### src/rtl/axis_mem_server.sv
// axis_mem_server: AXI-Stream memory endpoint. Accepts single-beat write
// packets {addr, data} and address-only read requests, serialises them onto
// one synchronous RAM port, and returns one read payload per request, in
// request order, through a small response FIFO.
module axis_mem_server #(
    parameter int ADDR_WIDTH = 2,
    parameter int DATA_WIDTH = 64,
    parameter int DEPTH      = 4,
    parameter int RSP_DEPTH  = 4
) (
    input  logic                             clk,
    input  logic                             rst_n,

    input  logic [ADDR_WIDTH+DATA_WIDTH-1:0] s_axis_wr_tdata,
    input  logic                             s_axis_wr_tvalid,
    output logic                             s_axis_wr_tready,
    input  logic                             s_axis_wr_tlast,

    input  logic [ADDR_WIDTH-1:0]            s_axis_rd_tdata,
    input  logic                             s_axis_rd_tvalid,
    output logic                             s_axis_rd_tready,
    input  logic                             s_axis_rd_tlast,

    output logic [DATA_WIDTH-1:0]            m_axis_rsp_tdata,
    output logic                             m_axis_rsp_tvalid,
    input  logic                             m_axis_rsp_tready,
    output logic                             m_axis_rsp_tlast,

    output logic                             err_oob,
    output logic [31:0]                      wr_count,
    output logic [31:0]                      rd_count
);

    localparam int PTR_W = (RSP_DEPTH > 1) ? $clog2(RSP_DEPTH) : 1;
    localparam int CNT_W = $clog2(RSP_DEPTH + 1);
    localparam int LIM_W = ADDR_WIDTH + 1;

    localparam logic [PTR_W-1:0] PTR_LAST  = PTR_W'(RSP_DEPTH - 1);
    localparam logic [PTR_W-1:0] PTR_ONE   = PTR_W'(1);
    localparam logic [CNT_W-1:0] CNT_FULL  = CNT_W'(RSP_DEPTH);
    localparam logic [CNT_W-1:0] CNT_ONE   = CNT_W'(1);
    localparam logic [LIM_W-1:0] DEPTH_LIM = LIM_W'(DEPTH);

    // Which kind of access won the RAM port most recently.
    typedef enum logic {
        OP_READ  = 1'b0,
        OP_WRITE = 1'b1
    } op_t;

    op_t                   last_op_q;
    op_t                   last_op_d;
    logic                  run_q;

    logic [ADDR_WIDTH-1:0] wr_addr;
    logic [DATA_WIDTH-1:0] wr_data;
    logic [ADDR_WIDTH-1:0] rd_addr;
    logic                  wr_in_range;
    logic                  rd_in_range;
    logic                  wr_grant;
    logic                  rd_grant;
    logic                  wr_fire;
    logic                  rd_fire;
    logic                  rd_room;

    logic [DATA_WIDTH-1:0] ram      [DEPTH];
    logic [DATA_WIDTH-1:0] fifo_mem [RSP_DEPTH];
    logic [PTR_W-1:0]      wr_ptr_q;
    logic [PTR_W-1:0]      rd_ptr_q;
    logic [CNT_W-1:0]      fifo_cnt_q;
    logic                  push;
    logic                  pop;

    // Every beat is a complete packet, so the incoming tlast carries nothing.
    logic                  unused_tlast;
    assign unused_tlast = s_axis_wr_tlast | s_axis_rd_tlast;

    assign wr_addr     = s_axis_wr_tdata[ADDR_WIDTH+DATA_WIDTH-1:DATA_WIDTH];
    assign wr_data     = s_axis_wr_tdata[DATA_WIDTH-1:0];
    assign rd_addr     = s_axis_rd_tdata;
    assign wr_in_range = {1'b0, wr_addr} < DEPTH_LIM;
    assign rd_in_range = {1'b0, rd_addr} < DEPTH_LIM;

    // The RAM read result lands straight in a FIFO slot at the accepting
    // edge, so no read is ever in flight outside the FIFO: occupancy is
    // simply the FIFO count.
    assign rd_room = fifo_cnt_q < CNT_FULL;

    function automatic logic [PTR_W-1:0] ptr_inc(input logic [PTR_W-1:0] p);
        return (p == PTR_LAST) ? '0 : p + PTR_ONE;
    endfunction

    // Holds both treadys low until the first clock edge after reset release.
    always_ff @(posedge clk or negedge rst_n) begin
        if (!rst_n) begin
            run_q <= 1'b0;
        end else begin
            run_q <= 1'b1;
        end
    end

    // Arbitration for the single RAM port; alternates under contention.
    always_comb begin
        // NOTE: every output of a combinational block gets a default first so no path leaves it unassigned and infers a latch.
        wr_grant  = 1'b0;
        rd_grant  = 1'b0;
        last_op_d = last_op_q;
        if (run_q) begin
            if (s_axis_wr_tvalid && s_axis_rd_tvalid) begin
                if (rd_room && (last_op_q == OP_WRITE)) begin
                    rd_grant = 1'b1;
                end else begin
                    wr_grant = 1'b1;
                end
            end else if (s_axis_wr_tvalid) begin
                wr_grant = 1'b1;
            end else if (s_axis_rd_tvalid) begin
                rd_grant = rd_room;
            end else begin
                wr_grant = 1'b1;
                rd_grant = rd_room;
            end
        end
        if (s_axis_wr_tvalid && wr_grant) begin
            last_op_d = OP_WRITE;
        end else if (s_axis_rd_tvalid && rd_grant) begin
            last_op_d = OP_READ;
        end
    end

    assign s_axis_wr_tready = wr_grant;
    assign s_axis_rd_tready = rd_grant;
    assign wr_fire          = s_axis_wr_tvalid && wr_grant;
    assign rd_fire          = s_axis_rd_tvalid && rd_grant;

    // Arbiter history register; reset favours a write on first contention.
    always_ff @(posedge clk or negedge rst_n) begin
        if (!rst_n) begin
            // NOTE: state registers update with non-blocking assignments so every flop samples pre-edge values.
            last_op_q <= OP_READ;
        end else begin
            last_op_q <= last_op_d;
        end
    end

    // Storage RAM write port; out-of-range writes are dropped.
    always_ff @(posedge clk) begin
        // NOTE: RAM arrays take no reset so they map onto memory macros; contents are undefined until written.
        if (wr_fire && wr_in_range) begin
            ram[wr_addr] <= wr_data;
        end
    end

    // Registered RAM read written directly into the response FIFO tail.
    always_ff @(posedge clk) begin
        if (rd_fire) begin
            fifo_mem[wr_ptr_q] <= rd_in_range ? ram[rd_addr] : '0;
        end
    end

    assign push = rd_fire;
    assign pop  = m_axis_rsp_tvalid && m_axis_rsp_tready;

    // Response FIFO pointers and occupancy; push and pop may coincide.
    always_ff @(posedge clk or negedge rst_n) begin
        if (!rst_n) begin
            wr_ptr_q   <= '0;
            rd_ptr_q   <= '0;
            fifo_cnt_q <= '0;
        end else begin
            if (push) begin
                wr_ptr_q <= ptr_inc(wr_ptr_q);
            end
            if (pop) begin
                rd_ptr_q <= ptr_inc(rd_ptr_q);
            end
            case ({push, pop})
                2'b10:   fifo_cnt_q <= fifo_cnt_q + CNT_ONE;
                2'b01:   fifo_cnt_q <= fifo_cnt_q - CNT_ONE;
                default: fifo_cnt_q <= fifo_cnt_q;
            endcase
        end
    end

    assign m_axis_rsp_tdata  = fifo_mem[rd_ptr_q];
    assign m_axis_rsp_tvalid = (fifo_cnt_q != '0);
    assign m_axis_rsp_tlast  = 1'b1;

    // Access counters and the sticky out-of-range flag.
    always_ff @(posedge clk or negedge rst_n) begin
        if (!rst_n) begin
            wr_count <= '0;
            rd_count <= '0;
            err_oob  <= 1'b0;
        end else begin
            if (wr_fire) begin
                wr_count <= wr_count + 32'd1;
            end
            if (rd_fire) begin
                rd_count <= rd_count + 32'd1;
            end
            if ((wr_fire && !wr_in_range) || (rd_fire && !rd_in_range)) begin
                err_oob <= 1'b1;
            end
        end
    end

endmodule

### config.mk
export PLATFORM = sky130hd
export DESIGN_NAME = axis_mem_server
export DESIGN_NICKNAME = d
export VERILOG_FILES = /design/src/rtl/axis_mem_server.sv
export SDC_FILE = /design/constraint.sdc
export NUM_CORES = 1
export LEC_CHECK = 0
export CAP_MARGIN = 10
export CORE_AREA = 8 8 280 282
export CTS_BUF_LIST = sky130_fd_sc_hd__clkbuf_8 sky130_fd_sc_hd__clkbuf_16
export CTS_CLUSTER_SIZE = 24
export DETAILED_ROUTE_END_ITERATION = 7
export DIE_AREA = 0 0 288 290
export HOLD_SLACK_MARGIN = 0.03
export MAX_ROUTING_LAYER = met4
export PLACE_DENSITY = 0.44
export SYNTH_ARGS = -nofsm -noshare
export SYNTH_HDL_FRONTEND = slang
export SYNTH_SLANG_ARGS = --single-unit
### constraint.sdc
create_clock -name clk -period 7.4 [get_ports clk]
set_clock_uncertainty 0.15 [all_clocks]
set_input_delay 1.11 -clock clk [delete_from_list [all_inputs] [get_ports clk]]
set_output_delay 1.11 -clock clk [all_outputs]
set_load 0.02 [all_outputs]
# Word level (Yosys, flattened, before mapping)
# Memories as Yosys holds them, arrays and structs flattened.
# Index checks and enable logic that the tools add are counted.
# word_totals
input_bits	75
output_inout_bits	133
mem_count	2
regBits	73
wordCells	46
ram_bits	512
# memory_table
memory	depth	width	rd	rd_ports_with_merged_regs	wr	line	text
fifo_mem	4	64	1	0	1	66	logic [DATA_WIDTH-1:0] fifo_mem [RSP_DEPTH];
ram	4	64	1	0	1	65	logic [DATA_WIDTH-1:0] ram [DEPTH];
# op_classes
muxes	18
addsub	6
n_lt_le_gt_ge	1
eq_ne	4
n_reduce_logical	8
# op_table
op	count
$add A32 B1 Y32 const B	2
$mux W1	15
$eq A2 B2 Y1 const B	3
$pmux W3 S2	1
$logic_and A1 B1 Y1	5
$add A2 B1 Y2 const B	2
$mux W2	2
$reduce_bool A2 Y1	2
$add A3 B1 Y3 const B	1
$lt A3 B3 Y1 const B	1
$reduce_bool A3 Y1	1
$sub A3 B1 Y3 const B	1
$eq A2 B1 Y1 const B	1

# Depth between registers and ports, before layout
# Gate-level depths: netlist of run 1.
# depth
depth_word	8
mapped_depth	9

# Worst setup path before layout of run 1
# No wires, ideal clock.
# synth_path
kind	input port to flip-flop
start	in s_axis_wr_tvalid
end	mem ram[2][0] (enable)
required_ns	6.672
setup_time_ns	0.578
path_stages	3
slack_ns	0.505
t_arrival_ns	6.167
n_path_buf	0
cell_sequence	and2_1 > nand2_1 > nor3b_1
# synth_via
elab_chain_cells	6
# synth_rtl
item	line	text
from (decl)	15	input logic s_axis_wr_tvalid,
$mux W1 or $logic_and A1 B1 Y1 (tied branches)	114, 108	
$mux W1	108	if (s_axis_wr_tvalid && s_axis_rd_tvalid) begin
$mux W1	107	if (run_q) begin
$logic_and A1 B1 Y1 *	132	assign wr_fire = s_axis_wr_tvalid && wr_grant;
$mux W1 *	148	if (wr_fire && wr_in_range) begin
$mux W1 (not written as such) *	149	ram[wr_addr] <= wr_data;
to (decl)	65	
# Mark *: on every way between the ends. The rest lies on a longest branch, timed or not.

# Worst setup path in the final report of run 1
# layout_path
start	reg rd_ptr_q[1]
end	out m_axis_rsp_tdata[45]
# layout_via
elab_chain_cells	1
# layout_rtl
item	line	text
from (decl)	68	logic [PTR_W-1:0] rd_ptr_q;
from (signal assigned)	174	rd_ptr_q <= ptr_inc(rd_ptr_q);
$mem_v2 Z4 W64	--	
to (decl)	24	output logic [DATA_WIDTH-1:0] m_axis_rsp_tdata,
# Every way passes these cells.

==> impl_metrics.yaml, run 1 <==
status:
  status: "finished, final reports clean"
critical_path:
  path_delay_family: "buffers and inverters"
  worstPathCellList: "buf_4 > mux4_2 > clkdlybuf4s50_1"
  crit_buf_inv: 2
  cp-startpoint: "rd_ptr_q[1]$_DFFE_PN0P_"
  critical_path_class: "reg -> out"
  crit_slowest_cell: "dfrtp_4"
  worstPathRequired_ns: 6.14
  start_kind: "register"
  cp.arrival_ns: 3.11
  max_stage_delay_ns: 0.85
  cp_max_fo: 34
  reg2reg_from: "fifo_cnt_q[2]$_DFFE_PN0P_"
  worst_setup_path_end_kind: "output pin"
placement:
  gp_congestion: 0.745
  detailed_place_hpwl_um: 29600
  io_buffers: 203
yosys:
  synthCells: 1000
  yosysTopAreaCell: "edfxtp_1"
  yosysTopAreaCellShare_pct: 70.0
  netlist_area_mm2: 0.0220
  ys_warn_count: 0
  async_flop_share_pct: 12.5
  ys.flop_type: "edfxtp_1"
  synth_edf_count: 512
  ys_seq_elements: 585
  netlist-cell-type-count: 44
  synth_area_leaders: "edfxtp_1 70%, mux4_2 13%, dfrtp_1 8.3%"
  avgSynthCellArea_um2: 22.0
  ys_seq_area_share_pct: 78.3
timing:
  tns_ns: 0
  setup_viol: 0
  rsz0062_at_grt: "no"
  period_minus_slack_ns: 4.37
  tightest_slew_ns: 1.03
  slew_headroom_pct: 30.9
  slew_viol_final: 0
  fmax_mhz: 229
  hold_viol: 0
  fin_crit_sh_pct: 59.1
clock_tree:
  cts_sinks: 585
  clockBufferDepth: 3
  numCtsBuffers: 68
  cts_root_buffer: "clkbuf_16"
  postCtsHoldBufs: 0
  cts_max_level: 3
  cts.reportedPaths.clkPinSlew_ns: 0.06
  cts-resized-gates: 0
  cts_tree: "built"
  post_cts_buffers: 0
  clk_latency_ns: 0.59
routing:
  drt_wl_total_um: 52100
  vias: 10300
  vias_per_cell: 4.53
  ant_nets: 0
  route.detailed.drc: 0
  routedWlPerCell_um: 22.8
  drtPass1Iterations: 4
  drt-initial-drc-count: 542
power:
  power_frac_seq_pct: 43.8
  internal-power_w: 0.00659
  p_sw_share_pct: 26.6
  vdd_ir_drop_max_mv: 0.176
  pwr-share-clk_pct: 36.5
  power_frac_comb_pct: 19.7
  switchingPower_w: 0.00239
  p_leak_nw: 9.13
  power.density_mw_per_mm2: 327
global_routing:
  gr-total-overflow: 0
  antenna_found_initial: 6
  grt_use_total_pct: 12.9
  grt_pass1_wl_um: 77900
  grt_pass1_vias: 11700
  grt_max_degree: 74
cells_and_area:
  area_delta_synth_final_pct: 24.8
  layout_commonest_cell: "edfxtp_1"
  final_cell_mix: "512 x edfxtp_1, 200 x clkdlybuf4s50_1, 128 x mux4_2"
  utilization_pct: 37.2
  drive_gt1_share_pct: 20.0
  final_nets: 1339
  nFillCells: 6802
  regArea_mm2: 0.0172
  multiInputGateArea_mm2: 0.00461
flow_run:
  maxCapViolations: 0
floorplan:
  dieArea_mm2: 0.0835
  die_h_um: 290
  die_w_um: 288
  start_util_pct: 29.8
  core_mm2: 0.0738
  ios: 208
  row_count: 100
worst_hold_path:
  hold_path_class: "reg -> reg"
  worstHoldStart: "wr_count[31]$_DFFE_PN0P_"
## logic make-up after synthesis
family	share of synthesized area [%]
flops	78.3
fa+ha+maj	0.547
xor+xnor	2.59
compound gates	0.182
other cells	0.0342
buf+inv	0.917
simple gates	4.24
mux	13.2
## state kept, by name (all words and copies together) (netlist names)
name and cells:
last_op_q 1, fifo_cnt_q 3, wr_count 32, rd_ptr_q 2, wr_ptr_q 2, run_q 1
ram 256, fifo_mem 256, rd_count 32
## routing by layer
layer	vias up	track usage, %	share of wire [%]
li1	4623	-	-
met1	5477	14.9	41
met2	166	22.4	53
met3	74	2.73	4.4
met4	0	4.20	2.2
met5	-	-	0
## per-stage QoR
| step | instances | hold WS [ns] | instance area, µm² | total power [W] | setup WS [ns] |
|---|---|---|---|---|---|
| floorplan | 1001 | 0.312 | 22000 | 0.00497 | 0.505 |
| global placement | 2153 | 0.312 | 25200 | 0.00584 | 2.98 |
| global route | 2282 | 0.338 | 27400 | 0.00936 | 2.84 |
| CTS | 2275 | 0.325 | 27400 | 0.00919 | 2.82 |
| detailed placement | 2153 | 0.313 | 25200 | 0.00585 | 2.97 |
| finish | 2282 | 0.327 | 27400 | 0.00897 | 3.03 |
## worst paths after layout
kind | endpoint | slack [ns] | depth (start not counted)
worst max register to register | fifo_mem[1][18]$_DFFE_PP_ | 4.30 | 4
worst max-delay path | m_axis_rsp_tdata[45] | 3.03 | 3
min in group asynchronous | wr_count[11]$_DFFE_PN0P_ | 0.62 | 2
worst min-delay path | wr_count[31]$_DFFE_PN0P_ | 0.33 | 1
max in group asynchronous | rd_ptr_q[0]$_DFFE_PN0P_ | 5.72 | 2
worst min register to register | wr_count[31]$_DFFE_PN0P_ | 0.33 | 1
## worst register-to-register path, cell delays in order (launching register included)
cell and delay, ns:
dfrtp_1 0.44, nand3b_4 0.23, nor2_1 0.58, and2_4 0.66
buf_4 0.66
## cells in the mapped netlist (2+ instances only)
master,count
xor2_1,20
nor3_2,2
buf_1,4
o21ai_0,4
nand2_1,30
nor4_1,4
nor3_1,12
edfxtp_1,512
and3_1,14
nand4_1,27
and4_1,6
xnor2_1,45
clkbuf_1,17
dfrtp_1,73
nand3_1,18
nor4_4,2
inv_1,9
buf_2,14
and3b_1,2
ha_1,8
buf_4,2
mux4_2,128
nor2_1,8
or3_1,2
conb_1,2
and2_1,17
## power by group through the flow
| stage | clock network, W | logic [W] | registers [W] |
|---|---|---|---|
| 2_1_floorplan | 0 | 0.00101 | 0.00396 |
| 3_3_place_gp | 0 | 0.00184 | 0.00400 |
| 3_5_place_dp | 0 | 0.00185 | 0.00401 |
| 4_1_cts | 0.00340 | 0.00185 | 0.00394 |
| 5_1_grt | 0.00351 | 0.00190 | 0.00396 |
| 6_report | 0.00327 | 0.00177 | 0.00393 |
## cell type report
type / count / share of cell area, %
multi-input cells: 369 / 16.8
well taps: 969 / 4.42
clock buffers: 73 / 6.54
repair buffers: 221 / 7.87
clock inverters: 49 / 1.45
flip-flops and latches: 585 / 62.7
inverters: 10 / 0.137
diodes: 6 / 0.0547
No activity file was read; power rests on OpenSTA's default activity.
==> run 2, diff against run 1 <==
==> constraint.sdc (replaced) <==
create_clock -name clk -period 4.3 [get_ports clk]
set_clock_uncertainty 0.15 [all_clocks]
set_input_delay 0.645 -clock clk [delete_from_list [all_inputs] [get_ports clk]]
set_output_delay 0.645 -clock clk [all_outputs]
set_load 0.02 [all_outputs]
==> run 2 against run 1 <==
Against the previous run: cell count unchanged; non-clock buffer count increased by 7; core utilization up 0.19 points.
==> impl_metrics.yaml, run 2 (synthesis gave the netlist of run 1 again) <==
status:
  status: "finished, final reports clean"
floorplan:
  die_h_um: 290
  ios: 208
  core_mm2: 0.0738
  row_count: 100
  dieArea_mm2: 0.0835
  die_w_um: 288
  start_util_pct: 29.8
cells_and_area:
  top_regs: "fifo_mem x256, ram x256"
  multiInputGateArea_mm2: 0.00462
  area_delta_synth_final_pct: 25.5
  regArea_mm2: 0.0172
  nFillCells: 6812
  drive_gt1_share_pct: 20.3
  layout_commonest_cell: "edfxtp_1"
  fin_cells: 2282
  final_nets: 1344
  final_cell_mix: "512 x edfxtp_1, 200 x clkdlybuf4s50_1, 128 x mux4_2"
routing:
  ant_nets: 0
  routedWlPerCell_um: 22.3
  drt_wl_total_um: 50900
  drt-initial-drc-count: 501
  vias: 10400
  drtPass1Iterations: 4
  route.detailed.drc: 0
  vias_per_cell: 4.57
timing:
  rsz0062_at_grt: "no"
  worst_slack_ns: 0.523
  tns_ns: 0
  slew_headroom_pct: 29.8
  tightest_slew_ns: 1.05
  slew_viol_final: 0
  hold_viol: 0
  setup_viol: 0
  fmax_mhz: 265
  period_minus_slack_ns: 3.78
  fin_crit_sh_pct: 87.8
critical_path:
  worstPathRequired_ns: 3.50
  cp.arrival_ns: 2.98
  cp_max_fo: 24
  start_kind: "register"
  worst_setup_path_end_kind: "output pin"
  critical_path_class: "reg -> out"
placement:
  place_inst: 2160
  gp_congestion: 0.742
  detailed_place_hpwl_um: 29400
  dp_worst_setup_slack_ns: 0.986
  io_buffers: 203
global_routing:
  gr-total-overflow: 0
  grt_use_total_pct: 12.7
  grt_max_degree: 65
  grt_pass1_wl_um: 76700
  grt_pass1_vias: 11500
  antenna_found_initial: 2
flow_run:
  maxCapViolations: 0
power:
  p_leak_nw: 9.15
  power.density_mw_per_mm2: 556
  vdd_ir_drop_max_mv: 0.334
  total_power_w: 0.0153
clock_tree:
  clk_latency_ns: 0.59
  numCtsBuffers: 66
  cts_root_buffer: "clkbuf_16"
  cts_sinks: 585
  clockBufferDepth: 3
  cts_max_level: 3
  cts.reportedPaths.clkPinSlew_ns: 0.06
  cts_tree: "built"
worst_hold_path:
  hold_path_class: "reg -> reg"
[run 2: changes by cell type in the layout (fill, tap and decap cells not counted), sizes merged]
cell         previous run  this run
inv                    28        25
diode                   6         2
clkbuf                 74        68
clkinvlp                0         2
clkinv                 25        28
dlygate4sd3             0         1
buf                    20        27
[run 2: per-layer routing]
layer / track usage [%] / vias up / wire length (µm)
met5: - / - / 0
met4: 4.16 / 0 / 1230
met3: 1.97 / 76 / 1570
met2: 22.5 / 172 / 27500
met1: 14.5 / 5563 / 20700
li1: - / 4628 / -
[run 2: path summary, 6_finish.rpt]
check / startpoint / to / slack [ns] / cells past startpoint
setup / recovery: rd_ptr_q[0]$_DFFE_PN0P_ / m_axis_rsp_tdata[27] / 0.52 / 3
hold / removal: wr_count[31]$_DFFE_PN0P_ / wr_count[31]$_DFFE_PN0P_ / 0.32 / 1
setup reg to reg: last_op_q$_DFFE_PN0P_ / fifo_cnt_q[2]$_DFFE_PN0P_ / 1.86 / 9
hold reg to reg: wr_count[31]$_DFFE_PN0P_ / wr_count[31]$_DFFE_PN0P_ / 0.32 / 1
max in group asynchronous: rst_n / rd_ptr_q[1]$_DFFE_PN0P_ / 2.46 / 3
min in group asynchronous: rst_n / wr_count[18]$_DFFE_PN0P_ / 0.35 / 2
[run 2: final cells by class]
class,count,share of cell area (%)
multi-input cells,369,16.8
clock inverters,51,1.53
flip-flops and latches,585,62.4
diodes,2,0.0182
clock buffers,68,6.17
inverters,10,0.136
repair buffers,228,8.57
well taps,969,4.40
[run 2: repair_timing]
item / 4_1_cts / 5_1_grt
endpoints found under the hold margin: 14 / 0
gates resized for setup: 0 / 0
setup buffers: 0 / 0
hold buffers: 1 / 0
[run 2: metrics by stage]
step / utilization (%) / area [µm²] / hold slack (ns)
finish: 37.3 / 27600 / 0.319
global route: 37.3 / 27600 / 0.355
CTS: 37.3 / 27600 / 0.321
detailed placement: 34.5 / 25400 / 0.319
global placement: 34.5 / 25400 / 0.314
floorplan: - / 22000 / 0.199
[run 2: power breakdown]
part,total [W],leakage [nW],switching (W),internal (W)
sequential,0.00689,5.61,0.000351,0.00654
combinational,0.00298,2.46,0.00150,0.00147
clock,0.00546,1.08,0.00221,0.00325
[run 2: worst max-delay path, cell delays in order, from the launching register on]
cell	delay [ns]
dfrtp_4	0.81
buf_4	0.42
mux4_2	0.58
clkdlybuf4s50_1	0.56
==> run 3, diff against run 2 <==
--- a/config.mk
+++ b/config.mk
@@ -13,7 +13,8 @@
 export DIE_AREA = 0 0 288 290
 export HOLD_SLACK_MARGIN = 0.03
 export MAX_ROUTING_LAYER = met4
-export PLACE_DENSITY = 0.44
+export PLACE_DENSITY_LB_ADDON = 0.3
 export SYNTH_ARGS = -nofsm -noshare
 export SYNTH_HDL_FRONTEND = slang
 export SYNTH_SLANG_ARGS = --single-unit
+export TNS_END_PERCENT = 1
==> run 3 against run 2 <==
Against the previous run: flip-flop and latch count stayed put; clock-buffer cell count is 5 higher; largest power group unchanged; cell count is 0.13% higher; critical endpoint is now m_axis_rsp_tdata[0]; worst hold slack better by 0.020 ns; maximum frequency is 3.7% higher.
==> impl_metrics.yaml, run 3 (synthesis gave the netlist of run 1 again) <==
status:
  status: "finished, final reports clean"
floorplan:
  ios: 208
  row_count: 100
  die_w_um: 288
  die_h_um: 290
  start_util_pct: 29.8
  dieArea_mm2: 0.0835
  core_mm2: 0.0738
cells_and_area:
  final_nets: 1348
  top_regs: "fifo_mem x256, ram x256"
  layout_commonest_cell: "edfxtp_1"
  area_delta_synth_final_pct: 25.5
  final_cell_mix: "512 x edfxtp_1, 200 x clkdlybuf4s50_1, 128 x mux4_2"
  utilization_pct: 37.4
  drive_gt1_share_pct: 20.7
global_routing:
  gr-total-overflow: 0
  grt_pass1_vias: 11500
  grt_max_degree: 65
  antenna_found_initial: 5
  grt_pass1_wl_um: 74600
  grt_use_total_pct: 12.3
power:
  p_leak_nw: 9.16
  internal-power_w: 0.0112
  power_frac_seq_pct: 44.4
  vdd_ir_drop_max_mv: 0.329
  power.density_mw_per_mm2: 554
  pwr-share-clk_pct: 35.5
  switchingPower_w: 0.00405
  power_frac_comb_pct: 20.1
  p_sw_share_pct: 26.5
timing:
  slew_viol_final: 0
  tns_ns: 0
  fmax_mhz: 275
  tightest_slew_ns: 1.09
  hold_viol: 0
  worst_slack_ns: 0.658
  slew_headroom_pct: 26.6
  fin_crit_sh_pct: 84.7
  rsz0062_at_grt: "no"
  period_minus_slack_ns: 3.64
  setup_viol: 0
critical_path:
  worst_setup_path_end_kind: "output pin"
  worstPathRequired_ns: 3.50
  worstReg2RegEnd: "fifo_cnt_q[2]$_DFFE_PN0P_"
  critical_path_class: "reg -> out"
  cp_max_fo: 17
  cp.arrival_ns: 2.85
  start_kind: "register"
  cp-startpoint: "rd_ptr_q[0]$_DFFE_PN0P_"
  reg2reg_from: "last_op_q$_DFFE_PN0P_"
  reg2reg_depth: 9
  cp-endpoint: "m_axis_rsp_tdata[0]"
  reg2reg_slack_ns: 1.85
clock_tree:
  cts_max_level: 3
  cts.reportedPaths.clkPinSlew_ns: 0.07
  cts-resized-gates: 0
  post_cts_buffers: 0
  clockBufferDepth: 3
  numCtsBuffers: 67
  cts_root_buffer: "clkbuf_16"
  postCtsHoldBufs: 1
  clk_latency_ns: 0.59
  cts_sinks: 585
  cts_tree: "built"
placement:
  io_buffers: 203
  detailed_place_hpwl_um: 29400
  gp_congestion: 0.771
  dp_worst_setup_slack_ns: 1.01
routing:
  drtPass1Iterations: 5
  drt-initial-drc-count: 631
  vias: 10500
  routedWlPerCell_um: 21.7
  ant_nets: 0
  drt_wl_total_um: 49500
  route.detailed.drc: 0
  vias_per_cell: 4.58
flow_run:
  maxCapViolations: 0
worst_hold_path:
  whs_path_depth: 1
  hold_path_class: "reg -> reg"
## run 3: cell count changes in the layout (fill, tap and decap cells not counted), sizes merged
cell      previous run  this run
clkinv              28        18
diode                2         5
buf                 27        30
clkinvlp             2         4
inv                 25        27
clkbuf              68        73
bufinv               6         4
## run 3: metrics by stage
| step | hold WS, ns | instances | cell area (µm²) | total power, W |
|---|---|---|---|---|
| final | 0.340 | 2285 | 27600 | 0.0153 |
| after CTS | 0.340 | 2280 | 27600 | 0.0156 |
| after global routing | 0.356 | 2285 | 27600 | 0.0159 |
| after detailed placement | 0.329 | 2163 | 25400 | 0.0101 |
| after global placement | 0.316 | 2163 | 25400 | 0.0101 |
| after floorplan | 0.199 | 1001 | 22000 | 0.00856 |
## run 3: worst min path at each step
stage                                        start                   endpoint  slack [ns]
after global routing      wr_count[23]$_DFFE_PN0P_   wr_count[23]$_DFFE_PN0P_        0.36
after floorplan                              rst_n  fifo_cnt_q[0]$_DFFE_PN0P_        0.20
after detailed placement  rd_count[10]$_DFFE_PN0P_   rd_count[10]$_DFFE_PN0P_        0.33
final                     rd_count[10]$_DFFE_PN0P_   rd_count[10]$_DFFE_PN0P_        0.34
after global placement    wr_count[31]$_DFFE_PN0P_   wr_count[31]$_DFFE_PN0P_        0.32
after CTS                 rd_count[10]$_DFFE_PN0P_   rd_count[10]$_DFFE_PN0P_        0.34
## run 3: final cells by class
type	instances	area (µm²)
flip-flops and latches	585	17200
clock buffers	73	1770
clock inverters	43	349
well taps	969	1210
fillers	6786	46200
repair buffers	231	2370
multi-input cells	369	4610
inverters	10	37.5
diodes	5	12.5
## run 3: critical path, cell delays in order (launching register included)
cell	delay, ns
dfrtp_4	0.61
buf_4	0.41
mux4_2	0.59
clkdlybuf4s50_1	0.61
## run 3: per-layer routing
layer,wire length [µm],up-vias,global-route usage (%),part of all wire [%]
met5,0,-,-,0
met4,1010,0,4.19,2.0
met3,1940,67,2.46,3.9
met2,27300,189,22.1,55
met1,19300,5561,13.5,39
li1,-,4641,-,-
## run 3: power groups by stage
stage / registers, W / clock network, W / logic [W]
finish: 0.00678 / 0.00543 / 0.00307
global route: 0.00682 / 0.00582 / 0.00329
CTS: 0.00680 / 0.00560 / 0.00320
detailed placement: 0.00691 / 0 / 0.00319
global placement: 0.00689 / 0 / 0.00317
floorplan: 0.00682 / 0 / 0.00174
